File: src/rtl/ctrl_pipe_pkg.sv
`default_nettype none
// ============================================================================
// Module   : ctrl_pipe_pkg
// Brief    : Control-word types, encodings and decode helpers for ctrl_pipe.
// Revision : 1.0  initial release
// ============================================================================
package ctrl_pipe_pkg;

    typedef enum logic [6:0] {
        op_lui   = 7'b0110111,
        op_auipc = 7'b0010111,
        op_jal   = 7'b1101111,
        op_jalr  = 7'b1100111,
        op_br    = 7'b1100011,
        op_load  = 7'b0000011,
        op_store = 7'b0100011,
        op_imm   = 7'b0010011,
        op_reg   = 7'b0110011
    } rv32i_opcode_t;

    typedef enum logic [1:0] {
        fwd_regfile = 2'd0,
        fwd_ex_mem  = 2'd1,
        fwd_mem_wb  = 2'd2
    } fwd_sel_t;

    typedef enum logic [2:0] {
        md_mul  = 3'd0, md_mulh = 3'd1, md_mulhsu = 3'd2, md_mulhu = 3'd3,
        md_div  = 3'd4, md_divu = 3'd5, md_rem    = 3'd6, md_remu  = 3'd7
    } md_op_t;

    typedef enum logic [3:0] {
        alu_add = 4'd0, alu_sll = 4'd1, alu_slt = 4'd2, alu_sltu = 4'd3,
        alu_xor = 4'd4, alu_srl = 4'd5, alu_or  = 4'd6, alu_and  = 4'd7,
        alu_sub = 4'd8, alu_sra = 4'd13
    } alu_op_t;

    typedef enum logic [1:0] {
        pc_plus4    = 2'd0,
        pc_alu      = 2'd1,
        pc_alu_mod2 = 2'd2
    } pcmux_sel_t;

    typedef enum logic [2:0] {
        rf_alu = 3'd0, rf_cmp = 3'd1, rf_uimm = 3'd2,
        rf_load = 3'd3, rf_pc4 = 3'd4, rf_md = 3'd5
    } rfmux_sel_t;

    typedef struct packed {
        alu_op_t    aluop;
        logic       alumux1_pc;
        logic       alumux2_imm;
        logic [2:0] cmpop;
        logic       is_branch;
        pcmux_sel_t pcmux;
        logic       is_load;
        logic       is_md;
        md_op_t     md_op;
        logic       dmem_read;
        logic       dmem_write;
        logic [2:0] mem_funct3;
        logic       load_regfile;
        rfmux_sel_t rfmux;
        logic [4:0] rs1;
        logic [4:0] rs2;
        logic [4:0] rd;
    } ctrlex_reg_t;

    typedef struct packed {
        logic       dmem_read;
        logic       dmem_write;
        logic [2:0] mem_funct3;
        logic       is_load;
        logic       load_regfile;
        rfmux_sel_t rfmux;
        logic [4:0] rd;
    } ctrlmem_reg_t;

    typedef struct packed {
        logic       load_regfile;
        rfmux_sel_t rfmux;
        logic [4:0] rd;
    } ctrlwb_reg_t;

    // All-zero encodings are the bubble: no writes, pc_plus4, alu_add.
    localparam ctrlex_reg_t  c_ctrlex_default  = ctrlex_reg_t'('0);
    localparam ctrlmem_reg_t c_ctrlmem_default = ctrlmem_reg_t'('0);
    localparam ctrlwb_reg_t  c_ctrlwb_default  = ctrlwb_reg_t'('0);

    function automatic ctrlex_reg_t decode(
        input  logic [6:0] op,
        input  logic [2:0] f3,
        input  logic [6:0] f7,
        input  logic [4:0] rd,
        input  logic [4:0] rs1,
        input  logic [4:0] rs2,
        input  logic       m_en,
        output logic       illegal
    );
        ctrlex_reg_t c;
        logic        use1;
        logic        use2;
        c       = c_ctrlex_default;
        illegal = 1'b0;
        use1    = 1'b0;
        use2    = 1'b0;
        case (op)
            op_lui: begin
                c.load_regfile = 1'b1;
                c.rfmux        = rf_uimm;
            end
            op_auipc: begin
                c.alumux1_pc   = 1'b1;
                c.alumux2_imm  = 1'b1;
                c.load_regfile = 1'b1;
            end
            op_jal: begin
                c.alumux1_pc   = 1'b1;
                c.alumux2_imm  = 1'b1;
                c.pcmux        = pc_alu;
                c.load_regfile = 1'b1;
                c.rfmux        = rf_pc4;
            end
            op_jalr: begin
                use1           = 1'b1;
                c.alumux2_imm  = 1'b1;
                c.pcmux        = pc_alu_mod2;
                c.load_regfile = 1'b1;
                c.rfmux        = rf_pc4;
                illegal        = (f3 != 3'b000);
            end
            op_br: begin
                use1          = 1'b1;
                use2          = 1'b1;
                c.alumux1_pc  = 1'b1;
                c.alumux2_imm = 1'b1;
                c.is_branch   = 1'b1;
                c.cmpop       = f3;
                illegal       = (f3[2:1] == 2'b01);
            end
            op_load: begin
                use1           = 1'b1;
                c.alumux2_imm  = 1'b1;
                c.dmem_read    = 1'b1;
                c.is_load      = 1'b1;
                c.mem_funct3   = f3;
                c.load_regfile = 1'b1;
                c.rfmux        = rf_load;
                illegal        = (f3[1:0] == 2'b11) || (f3[2] && f3[1]);
            end
            op_store: begin
                use1          = 1'b1;
                use2          = 1'b1;
                c.alumux2_imm = 1'b1;
                c.dmem_write  = 1'b1;
                c.mem_funct3  = f3;
                illegal       = f3[2] || (f3[1:0] == 2'b11);
            end
            op_imm: begin
                use1           = 1'b1;
                c.alumux2_imm  = 1'b1;
                c.load_regfile = 1'b1;
                c.aluop        = alu_op_t'({(f3 == 3'b101) && f7[5], f3});
                illegal        = ((f3 == 3'b001) && (f7 != 7'h00)) ||
                                 ((f3 == 3'b101) && (f7 != 7'h00) && (f7 != 7'h20));
            end
            op_reg: begin
                use1 = 1'b1;
                use2 = 1'b1;
                if (f7 == 7'h01) begin
                    c.is_md        = 1'b1;
                    c.md_op        = md_op_t'(f3);
                    c.load_regfile = 1'b1;
                    c.rfmux        = rf_md;
                    illegal        = !m_en;
                end else begin
                    c.load_regfile = 1'b1;
                    c.aluop        = alu_op_t'({f7[5], f3});
                    illegal        = !((f7 == 7'h00) ||
                                       ((f7 == 7'h20) && ((f3 == 3'b000) || (f3 == 3'b101))));
                end
            end
            default: illegal = 1'b1;
        endcase
        // slt/sltu produce their result through the comparator (blt/bltu)
        if ((op == op_imm || (op == op_reg && !c.is_md)) && (f3[2:1] == 2'b01)) begin
            c.rfmux = rf_cmp;
            c.cmpop = {1'b1, f3[0], 1'b0};
        end
        c.rd  = c.load_regfile ? rd : 5'd0;
        c.rs1 = use1 ? rs1 : 5'd0;
        c.rs2 = use2 ? rs2 : 5'd0;
        if (illegal) begin
            c = c_ctrlex_default;
        end
        return c;
    endfunction

    function automatic ctrlmem_reg_t ex_to_mem(input ctrlex_reg_t e);
        ctrlmem_reg_t m;
        m.dmem_read    = e.dmem_read;
        m.dmem_write   = e.dmem_write;
        m.mem_funct3   = e.mem_funct3;
        m.is_load      = e.is_load;
        m.load_regfile = e.load_regfile;
        m.rfmux        = e.rfmux;
        m.rd           = e.rd;
        return m;
    endfunction

    function automatic ctrlwb_reg_t mem_to_wb(input ctrlmem_reg_t m);
        ctrlwb_reg_t w;
        w.load_regfile = m.load_regfile;
        w.rfmux        = m.rfmux;
        w.rd           = m.rd;
        return w;
    endfunction

    function automatic logic src_hit(input logic [4:0] rd, input logic [4:0] rs1,
                                     input logic [4:0] rs2);
        return (rd != 5'd0) && ((rs1 == rd) || (rs2 == rd));
    endfunction

    function automatic fwd_sel_t fwd_pick(
        input logic [4:0]   rs,
        input logic         mem_v,
        input ctrlmem_reg_t m,
        input logic         wb_v,
        input ctrlwb_reg_t  w
    );
        if ((rs != 5'd0) && mem_v && m.load_regfile && !m.is_load && (m.rd == rs)) begin
            return fwd_ex_mem;
        end
        if ((rs != 5'd0) && wb_v && w.load_regfile && (w.rd == rs)) begin
            return fwd_mem_wb;
        end
        return fwd_regfile;
    endfunction

endpackage
`default_nettype wire

File: src/rtl/ctrl_pipe_md_seq.sv
`default_nettype none
// ============================================================================
// Module   : ctrl_pipe_md_seq
// Brief    : Multi-cycle MUL/DIV occupancy counter and start pulse.
// Revision : 1.0  initial release
// ============================================================================
module ctrl_pipe_md_seq #(
    parameter int MUL_LATENCY = 3,
    parameter int DIV_LATENCY = 33
) (
    input  logic clk,
    input  logic rst,
    input  logic i_load,
    input  logic i_is_div,
    input  logic i_freeze,
    output logic o_start,
    output logic o_busy
);

    localparam int MAX_LAT = (MUL_LATENCY > DIV_LATENCY) ? MUL_LATENCY : DIV_LATENCY;
    localparam int CW      = (MAX_LAT > 1) ? $clog2(MAX_LAT) : 1;

    localparam logic [CW-1:0] c_mul_init = CW'(MUL_LATENCY - 1);
    localparam logic [CW-1:0] c_div_init = CW'(DIV_LATENCY - 1);

    logic [CW-1:0] r_cnt;
    logic          r_start;

    // Counter is loaded on the same edge the op enters EX, so the op's first
    // EX cycle already shows busy; it leaves EX when the count reaches zero.
    always_ff @(posedge clk or negedge rst) begin
        if (!rst) begin
            r_cnt   <= '0;
            r_start <= 1'b0;
        end else begin
            r_start <= i_load;
            if (i_load) begin
                r_cnt <= i_is_div ? c_div_init : c_mul_init;
            end else if (!i_freeze && (r_cnt != '0)) begin
                r_cnt <= r_cnt - CW'(1);
            end
        end
    end

    assign o_start = r_start;
    assign o_busy  = (r_cnt != '0);

endmodule
`default_nettype wire

File: src/rtl/ctrl_pipe.sv
`default_nettype none
// ============================================================================
// Module   : ctrl_pipe
// Brief    : RV32I 5-stage pipeline control: decode, ID/EX-EX/MEM-MEM/WB
//            control registers, hazard stalls, flush, forwarding, M-ext timing.
// Revision : 1.0  initial release
// ============================================================================
module ctrl_pipe
    import ctrl_pipe_pkg::*;
#(
    parameter int M_EXT       = 1,
    parameter int MUL_LATENCY = 3,
    parameter int DIV_LATENCY = 33,
    parameter int FWD_EN      = 1
) (
    input  logic         clk,
    input  logic         rst,
    input  logic         id_valid,
    input  logic [6:0]   opcode,
    input  logic [2:0]   funct3,
    input  logic [6:0]   funct7,
    input  logic [4:0]   rd_in,
    input  logic [4:0]   rs1_in,
    input  logic [4:0]   rs2_in,
    input  logic         mem_stall,
    input  logic         ex_flush,
    output ctrlex_reg_t  ctrlex,
    output ctrlmem_reg_t ctrlmem,
    output ctrlwb_reg_t  ctrlwb,
    output logic         ex_valid,
    output logic         mem_valid,
    output logic         wb_valid,
    output logic         stall_id,
    output fwd_sel_t     fwd_a_sel,
    output fwd_sel_t     fwd_b_sel,
    output logic         md_start,
    output logic         md_busy,
    output logic         illegal
);

    ctrlex_reg_t  r_ex;
    ctrlmem_reg_t r_mem;
    ctrlwb_reg_t  r_wb;
    logic         r_ex_valid;
    logic         r_mem_valid;
    logic         r_wb_valid;

    ctrlex_reg_t  w_dec;
    logic         w_dec_illegal;
    logic         w_id_ok;
    logic         w_hit_ex;
    logic         w_hit_mem;
    logic         w_hit_wb;
    logic         w_hazard;
    logic         w_md_busy;
    logic         w_md_load;

    always_comb begin
        w_dec_illegal = 1'b0;
        w_dec = decode(opcode, funct3, funct7, rd_in, rs1_in, rs2_in,
                       (M_EXT != 0), w_dec_illegal);
    end

    assign illegal = id_valid & w_dec_illegal;
    assign w_id_ok = id_valid & ~w_dec_illegal;

    // Unused source fields are zeroed by decode, so src_hit only sees real reads.
    assign w_hit_ex  = r_ex_valid  & r_ex.load_regfile  & src_hit(r_ex.rd,  w_dec.rs1, w_dec.rs2);
    assign w_hit_mem = r_mem_valid & r_mem.load_regfile & src_hit(r_mem.rd, w_dec.rs1, w_dec.rs2);
    assign w_hit_wb  = r_wb_valid  & r_wb.load_regfile  & src_hit(r_wb.rd,  w_dec.rs1, w_dec.rs2);

    assign w_hazard = w_id_ok & ((FWD_EN != 0) ? (w_hit_ex & r_ex.is_load)
                                               : (w_hit_ex | w_hit_mem | w_hit_wb));

    assign stall_id  = mem_stall | w_md_busy | (~ex_flush & w_hazard);
    assign w_md_load = ~mem_stall & ~w_md_busy & ~ex_flush & ~w_hazard & w_id_ok & w_dec.is_md;

    always_ff @(posedge clk or negedge rst) begin
        if (!rst) begin
            r_ex        <= c_ctrlex_default;
            r_mem       <= c_ctrlmem_default;
            r_wb        <= c_ctrlwb_default;
            r_ex_valid  <= 1'b0;
            r_mem_valid <= 1'b0;
            r_wb_valid  <= 1'b0;
        end else if (!mem_stall) begin
            if (w_md_busy) begin
                r_mem       <= c_ctrlmem_default;
                r_mem_valid <= 1'b0;
            end else begin
                r_mem       <= ex_to_mem(r_ex);
                r_mem_valid <= r_ex_valid;
                if (ex_flush || w_hazard || !w_id_ok) begin
                    r_ex       <= c_ctrlex_default;
                    r_ex_valid <= 1'b0;
                end else begin
                    r_ex       <= w_dec;
                    r_ex_valid <= 1'b1;
                end
            end
            r_wb       <= mem_to_wb(r_mem);
            r_wb_valid <= r_mem_valid;
        end
    end

    ctrl_pipe_md_seq #(
        .MUL_LATENCY (MUL_LATENCY),
        .DIV_LATENCY (DIV_LATENCY)
    ) u_md_seq (
        .clk      (clk),
        .rst      (rst),
        .i_load   (w_md_load),
        .i_is_div (funct3[2]),
        .i_freeze (mem_stall),
        .o_start  (md_start),
        .o_busy   (w_md_busy)
    );

    assign md_busy   = w_md_busy;
    assign fwd_a_sel = (FWD_EN != 0) ? fwd_pick(r_ex.rs1, r_mem_valid, r_mem, r_wb_valid, r_wb)
                                     : fwd_regfile;
    assign fwd_b_sel = (FWD_EN != 0) ? fwd_pick(r_ex.rs2, r_mem_valid, r_mem, r_wb_valid, r_wb)
                                     : fwd_regfile;

    assign ctrlex    = r_ex;
    assign ctrlmem   = r_mem;
    assign ctrlwb    = r_wb;
    assign ex_valid  = r_ex_valid;
    assign mem_valid = r_mem_valid;
    assign wb_valid  = r_wb_valid;

endmodule
`default_nettype wire

File: config.mk
export PLATFORM = sky130hd
export DESIGN_NAME = ctrl_pipe
export DESIGN_NICKNAME = d
export VERILOG_FILES = /design/src/rtl/ctrl_pipe_pkg.sv /design/src/rtl/ctrl_pipe_md_seq.sv /design/src/rtl/ctrl_pipe.sv
export SDC_FILE = /design/constraint.sdc
export NUM_CORES = 1
export LEC_CHECK = 0
export BUFFER_PORTS_ARGS = -buffer_cell sky130_fd_sc_hd__clkbuf_2
export CAP_MARGIN = 20
export CORE_MARGIN = 4
export CORE_UTILIZATION = 49
export CTS_CLUSTER_SIZE = 28
export DETAILED_ROUTE_END_ITERATION = 10
export GPL_TIMING_DRIVEN = 0
export PLACE_DENSITY = 0.76
export SLEW_MARGIN = 30
export SYNTH_ARGS = -nofsm -noshare
export SYNTH_HDL_FRONTEND = slang
export SYNTH_SLANG_ARGS = --single-unit
File: constraint.sdc
create_clock -name clk -period 4.61 [get_ports clk]
set_input_delay 0.922 -clock clk [delete_from_list [all_inputs] [get_ports clk]]
set_output_delay 0.922 -clock clk [all_outputs]
set_load 0.1 [all_outputs]
Yosys cells after proc, flatten, opt, wreduce, memory -nomap -nowiden
Cells that the tools add are included.
- output and inout bits: 76
- word-level logic and storage cells: 175
- bits of input ports: 37
- register bits after elaboration: 75
- $add $sub $neg: 1
- eq/ne operators: 22
- reduce and logical (&&, ||, !) cells: 56
- bitwise operators: 19
- muxes and demuxes: 45
- operator list (operator ; number):
    41-bit 2-to-1 mux ; 2
    5-bit == test ; 6
    7-bit by 6-bit == test with 1-bit output (second input constant) ; 4
    1-bit logical AND ; 24
    7-bit == test (second input constant) ; 3
    6-bit 2-to-1 mux ; 3
    1-bit 2-to-1 mux ; 16
    2-bit 2-to-1 mux ; 8
    4-bit 2-to-1 mux ; 4
    15-bit 2-to-1 mux ; 1
    5-bit 2-to-1 mux ; 3
    5-bit nonzero test ; 3
    7-bit by 5-bit == test with 1-bit output (second input constant) ; 2
    7-bit OR reduction ; 2
    1-bit bitwise AND ; 12
    3-bit 2-to-1 mux ; 4
    3-bit case mux with 4 select lines ; 1
    1-bit logical OR ; 9
    3-bit OR reduction ; 3
    4-bit case mux with 2 select lines ; 1
    7-bit by 1-bit == test with 1-bit output (second input constant) ; 1
    7-bit by 2-bit == test with 1-bit output (second input constant) ; 1
    7-bit zero test ; 1
    7-bit by 6-bit != test with 1-bit output (second input constant) ; 1
    other kinds (18) ; 28

Depth between registers and ports, before layout
Gate-level depths: netlist of run 1.
- depth in word-level cells: 20
- gate-level depth with buffers: 11
- mapped depth without buffers: 9

Hierarchy
Synthesis of run 1 repeated with hierarchy kept, for this count alone.
- cell total of the unflattened synthesis: 465
- area total of the unflattened synthesis: 4194.0 µm²
- modules (own cells, without submodules) (module ; seq. area each (µm²) ; instances ; area each (µm²) ; cells an instance):
    ctrl_pipe ; 1651.6 ; 1 ; 3788.6 ; 422
    ctrl_pipe_md_seq ; 175.2 ; 1 ; 405.4 ; 43

Worst setup path before layout of run 1
Ideal clock, no wire load.
- path type: reg2out
- from: register r_ex, in the netlist ctrlex[6]
- to: output port fwd_b_sel[1]
- stages on the path, launching flop included: 5
- slack: -2556 ps
- data required time: 3688 ps
- arrival time: 6244 ps
- buffers on the path: 0
- cell sequence: dfrtp_1 or4_1 nor2_1 nor4_1 nor4_1
- longest elaborated chain between the ends: 8
- elaborated cells on any way between the ends: 16
- classes of those cells: 2 x eq/ne; 6 x mux; 8 x reduce/logical
- RTL lines (what ; RTL line ; text):
    from (decl) ; ctrl_pipe.sv:41 ; ctrlex_reg_t r_ex;
    from (signal assigned) ; ctrl_pipe.sv:80 ; r_ex <= c_ctrlex_default;
    from (signal assigned) ; ctrl_pipe.sv:94 ; r_ex <= c_ctrlex_default;
    from (signal assigned) ; ctrl_pipe.sv:97 ; r_ex <= w_dec;
    5-bit nonzero test ; ctrl_pipe_pkg.sv:231, ctrl_pipe_pkg.sv:234 ;
    1-bit logical AND (3 in a row) ; ctrl_pipe_pkg.sv:234 ; if ((rs != 5'd0) && wb_v && w.load_regfile && (w.rd == rs)) begin
    1-bit 2-to-1 mux (2 in a row) ; ctrl_pipe_pkg.sv:234 ;
    2-bit 2-to-1 mux ; ctrl_pipe_pkg.sv:237 ; return fwd_regfile;
    2-bit 2-to-1 mux (*) ; ctrl_pipe_pkg.sv:234 ;
    to (decl) ; ctrl_pipe.sv:35 ; output fwd_sel_t fwd_b_sel,
Every way passes the cells marked *; elsewhere a longest branch is shown, timed or not. The select of a mux whose other input is x is not followed.

Final worst setup path of run 1
- from: input port funct7[3]
- to: output port stall_id
- longest elaborated chain between the ends: 15
- elaborated cells on any way between the ends: 26
- classes of those cells: 5 x eq/ne; 3 x mux; 7 x bitwise; 11 x reduce/logical
- RTL lines (what ; RTL line ; text):
    from (decl) ; ctrl_pipe.sv:21 ; input logic [6:0] funct7,
    7-bit by 6-bit == test with 1-bit output ; ctrl_pipe_pkg.sv:180 ; ((f7 == 7'h20) && ((f3 == 3'b000) || (f3 == 3'b101))));
    1-bit logical AND ; ctrl_pipe_pkg.sv:180 ;
    1-bit logical OR ; ctrl_pipe_pkg.sv:179 ; illegal = !((f7 == 7'h00) ||
    1-bit zero test ; ctrl_pipe_pkg.sv:179 ;
    1-bit 2-to-1 mux ; ctrl_pipe_pkg.sv:170 ; if (f7 == 7'h01) begin
    1-bit case mux with 7 select lines (*) ; ctrl_pipe_pkg.sv:107 ; case (op)
    41-bit 2-to-1 mux ; ctrl_pipe_pkg.sv:193 ; if (illegal) begin
    5-bit == test ; ctrl_pipe_pkg.sv:221 ; return (rd != 5'd0) && ((rs1 == rd) || (rs2 == rd));
    1-bit logical OR ; ctrl_pipe_pkg.sv:221 ;
    1-bit logical AND ; ctrl_pipe_pkg.sv:221 ;
    1-bit bitwise AND ; ctrl_pipe.sv:68 ; assign w_hit_ex = r_ex_valid & r_ex.load_regfile & src_hit(r_ex.rd, w_dec.rs1, w_dec.rs2);
    1-bit bitwise AND ; ctrl_pipe.sv:72 ; assign w_hazard = w_id_ok & ((FWD_EN != 0) ? (w_hit_ex & r_ex.is_load)
    1-bit bitwise AND (*) ; ctrl_pipe.sv:72 ;
    1-bit bitwise AND (*) ; ctrl_pipe.sv:75 ; assign stall_id = mem_stall | w_md_busy | (~ex_flush & w_hazard);
    1-bit bitwise OR (*) ; ctrl_pipe.sv:75 ;
    to (decl) ; ctrl_pipe.sv:33 ; output logic stall_id,
Every way passes the cells marked *; elsewhere a longest branch is shown, timed or not.

==> results_dict.tcl, run 1 <==
set metrics [dict create \
    synthTopCellsByArea "dfrtp_1 (46%), nand2_1 (8.4%), xnor2_1 (5.1%)" \
    grt_overflow 0 \
    placed_cells 651 \
    vdd_drop_max_v 0.000151 \
    netlist_area_mm2 0.00395 \
    grt_pass1_vias 3674 \
    antenna_left 0 \
    fillers 680 \
    endpoint_kind "output pin" \
    port_buffers 108 \
    async_flop_share_pct 100 \
    ys_ff_latch 73 \
    dr.pass1.iters 5 \
    drive_gt1_share_pct 32.4 \
    layout_min_cycle_time_ns 4.57 \
    finalSetupTns_ns 0 \
    rows 32 \
    hold_viol 0 \
    drcViolationCount 0 \
    critPathRequiredTime_ns 3.69 \
    drv_slew 0 \
    cpPeakStageDelay_ns 0.53 \
    critPathTopFamily "simple AND/OR/NAND/NOR gates" \
    grt_pass1_wl_um 18300 \
    tightest_slew_ns 0.883 \
    synth_seq_area_share_pct 46.2 \
    power_switching_uw 448 \
    routed_via_density 5.68 \
    dieArea_mm2 0.00956 \
    powerDensity_mw_per_mm2 278 \
    synth_top_area_share_pct 46.2 \
    outcome "finished, final reports clean" \
    clk_latency_ns 0.36 \
    synth_warnings 0 \
    drt_iter0_markers 266 \
    muxShareOfSynthArea_pct 3.10 \
    die_w_um 97.8 \
    power_frac_seq_pct 50.0 \
    internal_power_uw 943 \
    cp-start-kind "primary input" \
    coreArea_mm2 0.00777 \
    crit_slowest_cell "or4_1" \
    crit_arrival_ns 3.64 \
    p_sw_share_pct 32.2 \
    synth_compound_area_share_pct 16.5 \
    critPathBufInv 2 \
    synth_xor_area_share_pct 6.65 \
    setup_viol 0 \
    ios 113 \
    synth_edf_count 0 \
    grt_max_degree 74 \
    wl_per_cell_um 17.0 \
    min_path_type "reg2reg" \
    pwr-share-comb_pct 15.2 \
    cts_tree "yes" \
    yosysUniqueCellTypes 56 \
    antenna_found_initial 0 \
    synth_fa_ha_area_share_pct 0.317 \
    cts_sinks 73 \
    nets 601 \
    routabilityCongestion 0.924 \
    clockRootBuffer "clkbuf_8" \
    hold_buffers 0 \
    power_mw 1.39 \
    synth_top_family_by_area "simple AND/OR/NAND/NOR gates" \
    slew_headroom_pct 41.0 \
    cts.clk_slew.worst_paths_ns 0.09 \
    die_y_um 97.8 \
    area_delta_synth_final_pct 26.5 \
    yosysTopAreaCell "dfrtp_1" \
    worstSetupPathType "in2out" \
    antenna_cells 0 \
    synthCells 441 \
    path_cells "clkbuf_2, or4_1, or4_4, a32oi_4, nor2_4, nor4_2, o22ai_4, o22a_2, o21ai_4, clkbuf_16" \
    fin_skew_ns 0.0132 \
    p_leak_nw 2.29 \
    syn_avg_cell_area_um2 8.96 \
    period_share_pct 99.1 \
    fmax_mhz 219 \
    whs_ns 0.466 \
    grt_use_total_pct 23.6 \
    dp_hpwl_um 8480 \
    fin_cells 670 \
    start_util_pct 50.9 \
    fin_area_mm2 0.00500 \
    maxCapViolations 0 \
    ys.flop_type "dfrtp_1" \
    placement.cell_area_mm2 0.00469 \
    wirelength_um 11400 \
    vias 3804 \
    synthSimpleGateAreaFrac_pct 21.9 \
    cts_buffer_depth 2 \
    ctsHtreeMaxLevel 3 \
    synth_fp_nets 479 \
    cts_buffers 9 \
    power_frac_clock_pct 34.8 \
    worstPathMaxFanout 5 \
]
Yosys cell counts (2+ instances only):
cell,instances
a21o_1,2
a21oi_1,5
a31oi_1,4
a32o_1,3
and2_1,2
and3_1,4
buf_1,2
buf_2,5
buf_4,2
clkbuf_1,20
dfrtp_1,73
inv_1,20
mux2_2,10
nand2_1,88
nand2b_1,2
nand3_1,10
nand3b_1,2
nand4_1,5
nor2_1,23
nor2b_1,6
nor3_1,4
nor4_1,10
nor4b_1,4
o21ai_0,26
o21ai_1,21
o21bai_1,2
o221ai_2,2
o22ai_2,2
o31a_1,4
o31ai_1,14
o31ai_2,3
or3_1,4
or4_1,6
xnor2_1,23
xor2_1,7
through the flow:
stage,util (%),setup slack [ns]
2_1_floorplan,-,-0.780
3_3_place_gp,60.2,-0.226
3_5_place_dp,60.3,-0.261
4_1_cts,63.1,0.0126
5_1_grt,64.4,-0.0141
6_report,64.4,0.0437
flip-flops by register name, indices dropped and copies added, names as in the netlist:
register	flops
u_md_seq.r_cnt	6
ex_valid	1
ctrlex	40
mem_valid	1
ctrlwb	9
ctrlmem	14
u_md_seq.o_start	1
wb_valid	1
cell type report:
type | instances | area (um2) | area share, %
sequential | 73 | 1840 | 36.7
clock inverter | 7 | 60.1 | 1.20
timing repair buffer | 111 | 592 | 11.8
multi-input combinational | 317 | 2050 | 41.0
inverter | 21 | 78.8 | 1.58
tap | 102 | 128 | 2.55
clock buffer | 9 | 124 | 2.48
buffer | 30 | 130 | 2.60
final timing paths:
check | from | to | slack (ns) | depth (start not counted)
max | funct7[3] | stall_id | 0.04 | 10
min | u_md_seq.r_cnt[4]$_DFFE_PN0P_ | u_md_seq.r_cnt[4]$_DFFE_PN0P_ | 0.47 | 1
min reg2reg | u_md_seq.r_cnt[4]$_DFFE_PN0P_ | u_md_seq.r_cnt[4]$_DFFE_PN0P_ | 0.47 | 1
max in group asynchronous | rst | ctrlex[9]$_DFFE_PN0P_ | 3.61 | 1
max reg2reg | u_md_seq.r_cnt[3]$_DFFE_PN0P_ | ctrlex[6]$_DFFE_PN0P_ | 1.31 | 8
min in group asynchronous | rst | ctrlex[1]$_DFFE_PN0P_ | 0.57 | 1
repair_timing:
action	CTS	global route
endpoints found under the setup margin	1	1
resized for setup	6	16
buffers inserted	0	3
pin swaps	0	6
cell usage in the layout, fill, tap and decap left out, drive strengths merged, types with 2 or more instances in the layout:
master	instances
a21o	2
a31oi	4
and2	2
nor3	5
xnor2	23
nand4	5
nor4b	4
o31a	4
nand2	88
or4	6
nand3	11
clkinvlp	3
mux2	10
buf	12
nor2b	6
nand3b	2
or2	2
o31ai	17
o22ai	2
dfrtp	73
o21bai	2
nor2	23
o221ai	2
inv	25
and3	4
a32o	3
xor2	7
o21ai	48
nor4	10
clkbuf	138
nand2b	2
or3	4
a21oi	5
routing by layer:
metal | share of wire, % | vias to the layer above | track usage [%]
met3 | 7.7 | 30 | 5.29
met1 | 44 | 1790 | 31.5
met2 | 46 | 200 | 37.2
met4 | 2.6 | 0 | 9.80
li1 | - | 1784 | -
met5 | 0 | - | 0
kinds of logic after synthesis:
| group | Yosys count |
|---|---|
| xor+xnor | 30 |
| fa+ha+maj | 1 |
| mux | 11 |
| compound gates | 96 |
| buf+inv | 51 |
| simple gates | 179 |
| flops | 73 |
power groups by stage:
stage,Sequential [mW],Clock [mW],Combinational [mW]
4_1_cts,0.696,0.490,0.206
6_report,0.696,0.484,0.211
5_1_grt,0.701,0.515,0.230
3_5_place_dp,0.709,0,0.202
2_1_floorplan,0.718,0,0.124
3_3_place_gp,0.707,0,0.195
No activity file was read; power rests on OpenSTA's default activity.
==> run 2: changes to the inputs <==
- BUFFER_PORTS_ARGS: -buffer_cell sky130_fd_sc_hd__clkbuf_2 -> -buffer_cell sky130_fd_sc_hd__buf_4
==> run 2 against run 1 <==
Effect of this change:
- largest power group unchanged
- highest routed layer unchanged
- non-clock buffer count unchanged
- cell count unchanged
- largest cell class unchanged
- critical endpoint unchanged
- first-iteration DRC count increased by 8.3%
- flip-flop and latch count unchanged
- sequential share of layout area decreased by 1.9 points
- fmax increased by 0.23%
- die area unchanged
==> results_dict.tcl, run 2 (synthesis results as in run 1) <==
set metrics [dict create \
    cts_sinks 73 \
    drv_slew 0 \
    p_leak_nw 2.38 \
    cp-start-kind "primary input" \
    worstPathMaxFanout 9 \
    dr.pass1.iters 5 \
    drt_iter0_markers 288 \
    outcome "finished, final reports clean" \
    min_path_type "reg2reg" \
    routed_via_density 5.63 \
    fin_skew_ns 0.0135 \
    fillers 647 \
    start_util_pct 50.9 \
    dieArea_mm2 0.00956 \
    maxCapViolations 0 \
    rows 32 \
    coreArea_mm2 0.00777 \
    cts_buffers 9 \
    antenna_found_initial 0 \
    critPathRequiredTime_ns 3.69 \
    clk_latency_ns 0.35 \
    grt_max_degree 74 \
    dp_hpwl_um 8520 \
    mostFrequentLayoutCell "buf_4" \
    worstSetupPathType "in2out" \
    grt_overflow 0 \
    wirelength_um 11300 \
    hold_buffers 0 \
    vdd_drop_max_v 0.000150 \
    port_buffers 108 \
    hold_viol 0 \
    drive_gt1_share_pct 32.2 \
    cts_tree "yes" \
    setup_viol 0 \
    grt_pass1_vias 3674 \
    antenna_left 0 \
    powerDensity_mw_per_mm2 266 \
    antenna_cells 0 \
    grt_use_total_pct 23.3 \
    die_y_um 97.8 \
    die_w_um 97.8 \
    area_delta_synth_final_pct 33.3 \
    clockRootBuffer "clkbuf_8" \
    ios 113 \
    layout_common_cells "buf_4 (112), nand2_1 (88), dfrtp_1 (65)" \
    crit_arrival_ns 3.63 \
    slew_headroom_pct 57.3 \
    fmax_mhz 219 \
    vias 3773 \
    endpoint_kind "output pin" \
    period_share_pct 98.8 \
    ctsHtreeMaxLevel 3 \
    tightest_slew_ns 0.641 \
    drcViolationCount 0 \
    nets 601 \
    wl_per_cell_um 16.8 \
    power_mw 1.40 \
    layout_min_cycle_time_ns 4.56 \
    grt_pass1_wl_um 18100 \
    routabilityCongestion 0.925 \
    whs_ns 0.486 \
    cts_buffer_depth 2 \
    cts.clk_slew.worst_paths_ns 0.08 \
    largest_reg_flops 40 \
]
## run 2: cell type report
cell class	count	area, um2	share of cell area, %
inverters	21	78.8	1.50
multi-input cells	317	2050	39.0
flip-flops and latches	73	1840	34.9
well taps	102	128	2.42
clock buffers	11	151	2.87
clock inverters	5	37.5	0.712
repair buffers	112	857	16.3
plain buffers	29	125	2.37
## run 2: worst max-delay path: stages
cell	delay, ns
buf_4	0.10
or4_1	0.54
or4_4	0.51
a32oi_4	0.32
o21ai_4	0.14
o31a_1	0.31
o22ai_2	0.26
o22a_2	0.26
o21ai_4	0.09
buf_12	0.18
## run 2: path summary, 6_finish.rpt
kind	start	to	slack, ns	cells after the start
min in group asynchronous	rst	ctrlwb[2]$_DFFE_PN0N_	0.57	1
hold / removal	ctrlex[27]$_DFFE_PN0P_	ctrlex[27]$_DFFE_PN0P_	0.49	2
max in group asynchronous	rst	ctrlex[8]$_DFFE_PN0P_	3.57	1
setup / recovery	funct7[3]	stall_id	0.05	10
hold reg to reg	ctrlex[27]$_DFFE_PN0P_	ctrlex[27]$_DFFE_PN0P_	0.49	2
setup reg to reg	u_md_seq.r_cnt[3]$_DFFE_PN0P_	ctrlex[10]$_DFFE_PN0P_	1.69	8
## run 2: power by group
group / leakage, nW / switching [mW] / internal [mW] / total, mW
Combinational: 1.29 / 0.144 / 0.0809 / 0.225
Sequential: 0.994 / 0.0299 / 0.669 / 0.699
Clock: 0.0919 / 0.252 / 0.227 / 0.479
Total: 2.38 / 0.426 / 0.976 / 1.40
## run 2: stage by stage
step	setup TNS (ns)	area (um2)	std cells	util, %	setup slack, ns
6_report	0	5270	670	67.8	0.0541
5_1_grt	-0.0167	5270	670	67.8	-0.0167
3_3_place_gp	-0.0870	4950	651	63.7	-0.0870
4_1_cts	0	5150	667	66.3	0.00744
2_1_floorplan	-0.780	4010	441	-	-0.780
3_5_place_dp	-0.108	4950	651	63.7	-0.108
## run 2: what timing repair did
action | in CTS | in global routing
cloned | 0 | 0
endpoints found under the hold margin | 0 | 0
resized for setup | 3 | 18
buffers inserted | 0 | 4
pin swaps | 1 | 7
endpoints found under the setup margin | 1 | 1
## run 2: layer usage
layer / vias up / wire (um) / global-route usage (%)
met5: - / 0 / 0
met4: 0 / 236 / 9.27
met3: 18 / 718 / 4.29
met2: 149 / 5430 / 38.1
met1: 1817 / 4890 / 30.7
li1: 1789 / - / -
